## src/rtl/level0_fifo_ctrl.sv

```systemverilog
// rtl/level0_fifo_ctrl.sv - in-order FIFO controller over a single-port registered-read RAM
//
// Purpose:
//    Entries accepted on the upstream handshake are written into an external
//    single-port RAM and read back in order into a 2-entry output buffer
//    (obuf) that feeds the downstream handshake. At most one RAM access
//    (write or read) is issued per cycle. The RAM returns read data one cycle
//    after the read is issued; that cycle is tracked by the inflight flag.
//
// Ports:
//    clk        - single clock, all state on the rising edge
//    rst_n      - synchronous active-low reset
//    in_valid   - upstream entry valid
//    in_ready   - upstream entry accepted when in_valid && in_ready
//    in_data    - upstream entry
//    out_valid  - downstream entry valid (obuf non-empty)
//    out_ready  - downstream consumes when out_valid && out_ready
//    out_data   - obuf head entry
//    count      - entries held: RAM + in-flight + obuf (0..depth+2)
//    mem_cen_n  - RAM enable, active-low
//    mem_wen    - RAM write enable, active-high
//    mem_addr   - RAM address (0 when idle)
//    mem_wdata  - RAM write data (always in_data)
//    mem_rdata  - RAM read data, valid the cycle after a read issue

module level0_fifo_ctrl #(
   parameter int data_width = 48,
   parameter int addr_width = 4,
   parameter int depth      = 10
) (
   input  logic                  clk,
   input  logic                  rst_n,
   input  logic                  in_valid,
   output logic                  in_ready,
   input  logic [data_width-1:0] in_data,
   output logic                  out_valid,
   input  logic                  out_ready,
   output logic [data_width-1:0] out_data,
   output logic [3:0]            count,
   output logic                  mem_cen_n,
   output logic                  mem_wen,
   output logic [addr_width-1:0] mem_addr,
   output logic [data_width-1:0] mem_wdata,
   input  logic [data_width-1:0] mem_rdata
);

   localparam int                    cnt_width = addr_width + 1;
   localparam logic [addr_width-1:0] last_ptr  = addr_width'(depth - 1);
   localparam logic [cnt_width-1:0]  full_cnt  = cnt_width'(depth);

   logic [addr_width-1:0] wr_ptr;
   logic [addr_width-1:0] rd_ptr;
   logic [cnt_width-1:0]  ram_cnt;
   logic [data_width-1:0] obuf [2];
   logic [1:0]            obuf_occ;
   logic                  inflight;

   logic       full;
   logic [1:0] pending;
   logic       read_req;
   logic       read_prio;
   logic       do_write;
   logic       do_read;
   logic       do_pop;
   logic       cap_idx;

   // Control is derived from registered state only, so in_ready never
   // depends on in_valid and there is no combinational loop upstream.
   always_comb begin
      full      = (ram_cnt == full_cnt);
      // obuf slots already spoken for: held entries plus the read on its way
      pending   = obuf_occ + {1'b0, inflight};
      read_req  = (ram_cnt != '0) && (pending < 2'd2);
      // With nothing buffered or in flight, the read is urgent and wins the
      // RAM port; otherwise writes win and reads fill in idle cycles.
      read_prio = read_req && (obuf_occ == 2'd0) && !inflight;
      in_ready  = rst_n && !full && !read_prio;
      do_write  = in_valid && in_ready;
      do_read   = rst_n && read_req && !do_write;
      out_valid = (obuf_occ != 2'd0);
      out_data  = obuf[0];
      do_pop    = out_valid && out_ready;
      // Returning read data lands behind whatever survives this cycle's pop.
      cap_idx   = ((obuf_occ - {1'b0, do_pop}) != 2'd0);

      mem_cen_n = !(do_write || do_read);
      mem_wen   = do_write;
      mem_wdata = in_data;
      if (do_write) begin
         mem_addr = wr_ptr;
      end else if (do_read) begin
         mem_addr = rd_ptr;
      end else begin
         mem_addr = '0;
      end
   end

   always_ff @(posedge clk) begin
      if (!rst_n) begin
         wr_ptr   <= '0;
         rd_ptr   <= '0;
         ram_cnt  <= '0;
         obuf_occ <= 2'd0;
         inflight <= 1'b0;
         count    <= 4'd0;
         obuf[0]  <= '0;
         obuf[1]  <= '0;
      end else begin
         if (do_write) begin
            wr_ptr <= (wr_ptr == last_ptr) ? '0 : wr_ptr + 1'b1;
         end
         if (do_read) begin
            rd_ptr <= (rd_ptr == last_ptr) ? '0 : rd_ptr + 1'b1;
         end

         // Write and read are mutually exclusive on the single RAM port.
         if (do_write) begin
            ram_cnt <= ram_cnt + 1'b1;
         end else if (do_read) begin
            ram_cnt <= ram_cnt - 1'b1;
         end

         inflight <= do_read;

         // Reads and captures only move entries between internal stages,
         // so the total changes only on the external handshakes.
         if (do_write && !do_pop) begin
            count <= count + 4'd1;
         end else if (do_pop && !do_write) begin
            count <= count - 4'd1;
         end

         // Shift on pop; a capture in the same cycle is issued after the
         // shift so it overrides slot 0 when that is where it belongs.
         if (do_pop) begin
            obuf[0] <= obuf[1];
         end
         if (inflight) begin
            obuf[cap_idx] <= mem_rdata;
         end
         obuf_occ <= obuf_occ + {1'b0, inflight} - {1'b0, do_pop};
      end
   end

endmodule
```

## config.mk

```make
export PLATFORM = sky130hd
export DESIGN_NAME = level0_fifo_ctrl
export DESIGN_NICKNAME = d
export VERILOG_FILES = /design/src/rtl/level0_fifo_ctrl.sv
export SDC_FILE = /design/constraint.sdc
export NUM_CORES = 1
export LEC_CHECK = 0
export BUFFER_PORTS_ARGS = -buffer_cell sky130_fd_sc_hd__buf_4
export CELL_PAD_IN_SITES_DETAIL_PLACEMENT = 0
export CELL_PAD_IN_SITES_GLOBAL_PLACEMENT = 2
export CORE_UTILIZATION = 33
export CTS_CLUSTER_SIZE = 14
export DETAILED_ROUTE_END_ITERATION = 7
export PLACE_DENSITY = 0.87
export SLEW_MARGIN = 20
export SYNTH_ARGS = -nofsm -noshare
export SYNTH_HDL_FRONTEND = slang
export SYNTH_SLANG_ARGS = --single-unit
```

## constraint.sdc

```tcl
create_clock -name clk -period 10.8 [get_ports clk]
set_input_delay 2.16 -clock clk [delete_from_list [all_inputs] [get_ports clk]]
set_output_delay 2.16 -clock clk [all_outputs]
set_load 0.03 [all_outputs]
```

Yosys cells after proc, flatten, opt, wreduce, memory -nomap -nowiden
Memories as Yosys holds them, arrays and structs flattened.
Index checks and enable logic that the tools add are counted.
Storage, ports and cells
  RAM bits: 96
  register bits after elaboration: 20
  memories kept: 1
  input port bits: 100
  output and inout port bits: 108
Memory list
  obuf: depth 2, bits a word 48, rd ports 2, clocked after memory_dff 0, wr ports 2, RTL line 54  | logic [data_width-1:0] obuf [2];
Cells by class
  $lt $le $gt $ge: 1
  add/sub/neg operators: 9
  equality and inequality tests: 3
  reduce and logical (&&, ||, !) cells: 25
  bitwise logic cells: 1
  multiplexer cells: 19
Operators by type and width (number)
  48-bit 2-to-1 mux: 2
  48-bit OR reduction: 1
  4-bit 2-to-1 mux: 6
  4-bit by 1-bit adder with 4-bit output, second input constant: 3
  1-bit logical AND: 11
  5-bit 2-to-1 mux: 2
  1-bit 2-to-1 mux: 9
  4-bit equality test, second input constant: 2
  2-bit nonzero test: 4
  1-bit zero test: 6
  5-bit by 1-bit adder with 5-bit output, second input constant: 1
  5-bit by 4-bit equality test with 1-bit output, second input constant: 1
  5-bit nonzero test: 1
  5-bit by 1-bit subtractor with 5-bit output, second input constant: 1
  2-bit by 1-bit subtractor with 2-bit output: 2
  4-bit by 1-bit subtractor with 4-bit output, second input constant: 1
  2-bit by 1-bit adder with 2-bit output: 1
  2-bit zero test: 1
  2-bit less-than comparator, second input constant: 1
  1-bit logical OR: 1
  1-bit OR: 1

Logic depth before layout (Yosys ltp)
  depth in word-level cells: 12
  gate-level depth with buffers: 11
  gate-level depth less buffers: 11

Worst setup path before layout
OpenSTA, ideal clock, no wires.
  path type: input port to flip-flop
  start point: in rst_n
  end point: mem obuf[1][0] (enable)
  setup slack: 4.481 ns
  data arrival time: 5.799 ns
  required time: 10.280 ns
  buffers on the path: 1
  cell stages on the path: 3
  setup time: 0.520 ns
  cells stage by stage: buf_2 > nand2_1 > o21ai_0
RTL lines
  start, declared: RTL line 32  | input logic rst_n,
  end, declared: RTL line 54

Worst setup path after layout
  start point: in in_valid
  end point: out mem_addr[3]
Between the ends
  cells in the longest elaborated chain, start to end: 5
RTL lines
  start, declared: RTL line 33  | input logic in_valid,
  1-bit logical AND *: RTL line 78  | do_write = in_valid && in_ready;
  1-bit zero test: RTL line 79  | do_read = rst_n && read_req && !do_write;
  1-bit logical AND: RTL line 79
  4-bit 2-to-1 mux: RTL line 91  | end else if (do_read) begin
  4-bit 2-to-1 mux *: RTL line 89  | if (do_write) begin
  end, declared: RTL line 42  | output logic [addr_width-1:0] mem_addr,
Mark *: on every way between the ends. The rest lies on a longest branch, timed or not.

==> impl_summary.log <==
[metrics] x dimension of the die: 129 um
[metrics] area fraction in compound gates after synthesis: 13.8%
[metrics] design internal power: 1.17 mW
[metrics] Flop pwr share: 37.3%
[metrics] Total GRT Usage: 13.7%
[metrics] overflow left after global routing: 0
[metrics] mux cell area share after synthesis: around 1.3%
[metrics] classification of the worst-slack hold path: register to register
[metrics] Avg Inst Size Synth: about 13 um2
[metrics] leakage power total: 2.70 nW
[metrics] startpoint of the lowest-slack register-to-register path: ram_cnt[0]
[metrics] number of violations reported at the end of detailed-routing iteration 0: 174
[metrics] Hold EP: count[3]
[metrics] number of remaining DRC errors: 0
[metrics] dominant combinational cell family by area after synthesis: compound AO/OA/AOI/OAI gates
[metrics] number of buffers added to fix hold violations after cts: 0
[metrics] Distinct cells, synth: 42
[metrics] sequential fraction of the synthesis area: between 60% and 70%
[metrics] buffers inserted by post-CTS timing repair: 0
[metrics] clock network fraction of total power: ~30%
[metrics] setup repair after global routing missed its margin: false
[metrics] TritonRoute pass-1 iters: 4
[metrics] endpoint of the most critical register-to-register path: count[3]
[metrics] area of the die: 0.0167 mm2
[metrics] Primary FF master, synth: edfxtp_1
[metrics] simple-gate share of the synthesized area: between 10 and 15%
[metrics] Worst Path Max Fanout: 7
[metrics] wire length of the first global-routing pass: 17.1 mm
[metrics] kind of start point of the critical path: primary input
[metrics] Final WS setup: 5.07 ns
[metrics] initial antenna violation count: 0
[metrics] CTS-repair resized insts: 0
[metrics] type of element capturing the critical path: output pin
[metrics] count of input and output buffers: 111
[metrics] CTS Root Buffer Type: clkbuf_16
[metrics] gpl congestion: 0.784
[metrics] fraction of the mapped netlist area in adder cells: 2.62%
[metrics] worst setup path category: primary input to output pin
[metrics] synthesized instance count: 414
[metrics] final hold viol count: 0
[metrics] cell area after technology mapping: 0.00535 mm2
[metrics] total number of clock tree sinks: 116
[metrics] Sw Share: 34.6%
[metrics] number of flops mapped to enable cells by yosys: 96
[metrics] flip-flop and latch count after synthesis: 116
[metrics] relative contribution of combinational cells to total power: ~33%
[metrics] number of CTS-inserted buffers: 17
[metrics] fin nets: about 590
[metrics] slew at the pin closest to its max-slew limit: 0.813 ns
[metrics] clock network latency to the later pin of the worst-skew pair: 0.41 ns
[metrics] Fillers: approximately 1500
[metrics] worst reg-to-reg path cell count: 10
[metrics] detailed placement HPWL: 7.48 mm
[metrics] Setup Viol. Count Final: 0
[metrics] CP Data Required Time: 8.64 ns
[metrics] aggregate routed wire length: 11.2 mm
[metrics] H-tree Lvls: 4
[metrics] post-detailed-route count of antenna-violating nets: 0
[metrics] final number of max-transition violations: 0
[metrics] pre-CTS worst setup slack: around 5 ns
[metrics] maximum clock path buffer count: 2
[metrics] Area Growth Syn to Fin: 24.0%
[metrics] net count after synthesis: between 500 and 600
[metrics] worst-case headroom to the max-slew limit: 45.7%
[metrics] Vias per Instance: 4.90
[metrics] ys async rst share: 0%
[metrics] dpl cells: 675
[metrics] largest net degree at the start of global routing: 50
[metrics] final worst path period need: ~5.7 ns
[metrics] vertical die dimension: 129 um
[metrics] largest clock skew in the final design: 0.0103 ns
[metrics] antenna cells: 0
[metrics] part of the cycle the worst path needs: approximately 53%
[metrics] CTS clk-pin slew, worst paths: 0.06 ns
[metrics] synthesis warning total: 0
[metrics] worst hold path depth: 2
[metrics] XOR/XNOR share of the synthesized area: 1.15%
[metrics] routed length per placed instance: 15.9 um
[metrics] routed vias: 3457
[metrics] highest achievable clock rate: 174 MHz
[metrics] max-cap check violation count: 0
[metrics] run status: complete, no violations
[metrics] power per standard cell area: 270 mW/mm2
[metrics] fin cells: around 710
[metrics] clock tree from TritonCTS: done
[metrics] worst path arrival time: 3.57 ns
[metrics] standard cell core area: 0.0159 mm2
[metrics] number of placed I/O pins: 208
[metrics] ratio of cells with drive above 1 in the final layout: 31.4%
[metrics] effective utilization at floorplan: 33.7%
[metrics] vias in the first global route: 3350
[metrics] worst-case register-to-register setup slack: around 7.6 ns
[metrics] maximum vdd ir drop: 0.000110 V
[metrics] switching power summed over all nets: 0.620 mW
[metrics] summed negative setup slack over all endpoints: 0 ns
[metrics] min-delay src: count[3]
[metrics] total number of placement rows: 46
## state kept, by name (all words and copies together) (netlist names)
register	count
count	4
inflight	1
obuf	96
obuf_occ	2
ram_cnt	5
rd_ptr	4
wr_ptr	4
## metal layers
| metal | vias to the layer above | wire (um) | part of all wire, % | global-route usage [%] |
|---|---|---|---|---|
| li1 | 1619 | - | - | - |
| met2 | 122 | 5260 | 47 | 21.8 |
| met5 | - | 0 | 0 | 0 |
| met4 | 0 | 267 | 2.4 | 7.68 |
| met3 | 33 | 822 | 7.3 | 4.50 |
| met1 | 1683 | 4900 | 44 | 16.3 |
## critical path, stage by stage
cell and delay (ns):
buf_4 0.10, o31a_1 0.14, a21boi_0 0.57, nor2_1 0.21
a22o_1 0.23, buf_4 0.16
## area by class of cell
type,count,area [um2],share of cell area [%]
Multi-Input combinational cell,219,1620,24.4
Tap cell,216,270,4.07
Inverter,9,33.8,0.509
Sequential cell,116,3280,49.5
Timing Repair Buffer,115,863,13.0
Clock buffer,18,429,6.46
Clock inverter,13,136,2.05
## synthesized netlist by cell type, types with 3 or more instances
master / number / area [um2]
buf_2: 6 / 30.0
nand2_1: 9 / 33.8
edfxtp_1: 96 / 2880
a21o_1: 5 / 37.5
dfxtp_1: 20 / 400
xor2_1: 3 / 26.3
o21ai_0: 12 / 60.1
inv_1: 9 / 33.8
nand4_1: 7 / 43.8
nor2_1: 15 / 56.3
buf_4: 48 / 360
xnor2_1: 4 / 35.0
mux2i_1: 7 / 70.1
ha_1: 8 / 100
o21ai_1: 3 / 15.0
a22o_1: 51 / 447
clkbuf_1: 15 / 56.3
and2_1: 49 / 307
o2111ai_1: 3 / 26.3
or3_1: 4 / 25.0
a21oi_1: 11 / 55.1
nand3b_1: 3 / 22.5
## power groups by stage
stage	clock (mW)	sequential (mW)	combinational [mW]
floorplan	0	0.796	0.304
global placement	0	0.676	0.582
detailed placement	0	0.679	0.589
CTS	0.544	0.671	0.592
global route	0.565	0.681	0.636
finish	0.535	0.669	0.588
## kinds of logic after synthesis
group,count (synthesis)
buffers and inverters,79
AOI/OAI and AO/OA,95
adders and majority gates,10
muxes,7
and+or+nand+nor,100
DFF,116
xor gates and xnor gates,7
## cells in the final DEF, fill, tap and decap left out, types with 2 or more instances in the layout
cell / n
a21boi_0: 2
a21o_1: 5
a21oi_1: 11
a22o_1: 51
and2_1: 49
buf_4: 115
bufinv_16: 2
clkbuf_16: 17
clkinv_2: 5
clkinv_4: 4
dfxtp_1: 20
edfxtp_1: 96
fa_1: 2
ha_1: 8
inv_1: 9
mux2i_1: 7
nand2_1: 9
nand3_1: 2
nand3b_1: 3
nand4_1: 7
nor2_1: 14
nor2b_1: 2
o2111ai_1: 3
o211ai_1: 2
o21ai_0: 11
o21ai_1: 3
or3_1: 3
or4_1: 2
xnor2_1: 4
xor2_1: 3
## how the worst max path moves through the flow
stage             start     endpoint  slack, ns  depth (start not counted)
3_5_place_dp   in_valid  mem_addr[3]       5.11                          6
5_1_grt        in_valid  mem_addr[2]       5.02                          6
2_1_floorplan     rst_n   obuf[1][0]       4.48                          3
4_1_cts        in_valid  mem_addr[3]       5.12                          6
6_report       in_valid  mem_addr[3]       5.07                          6
3_3_place_gp   in_valid  mem_addr[1]       5.20                          6
## through the flow
step                hold WS [ns]  util, %  total power [mW]  cell area [um2]
floorplan                  0.469        -              1.10             5350
global placement           0.460     38.2              1.26             6070
detailed placement         0.486     38.2              1.27             6070
CTS                        0.496     41.8              1.81             6640
global route               0.530     41.8              1.88             6640
finish                     0.488     41.8              1.79             6640
Note: power is estimated with default switching activity, not from simulation.
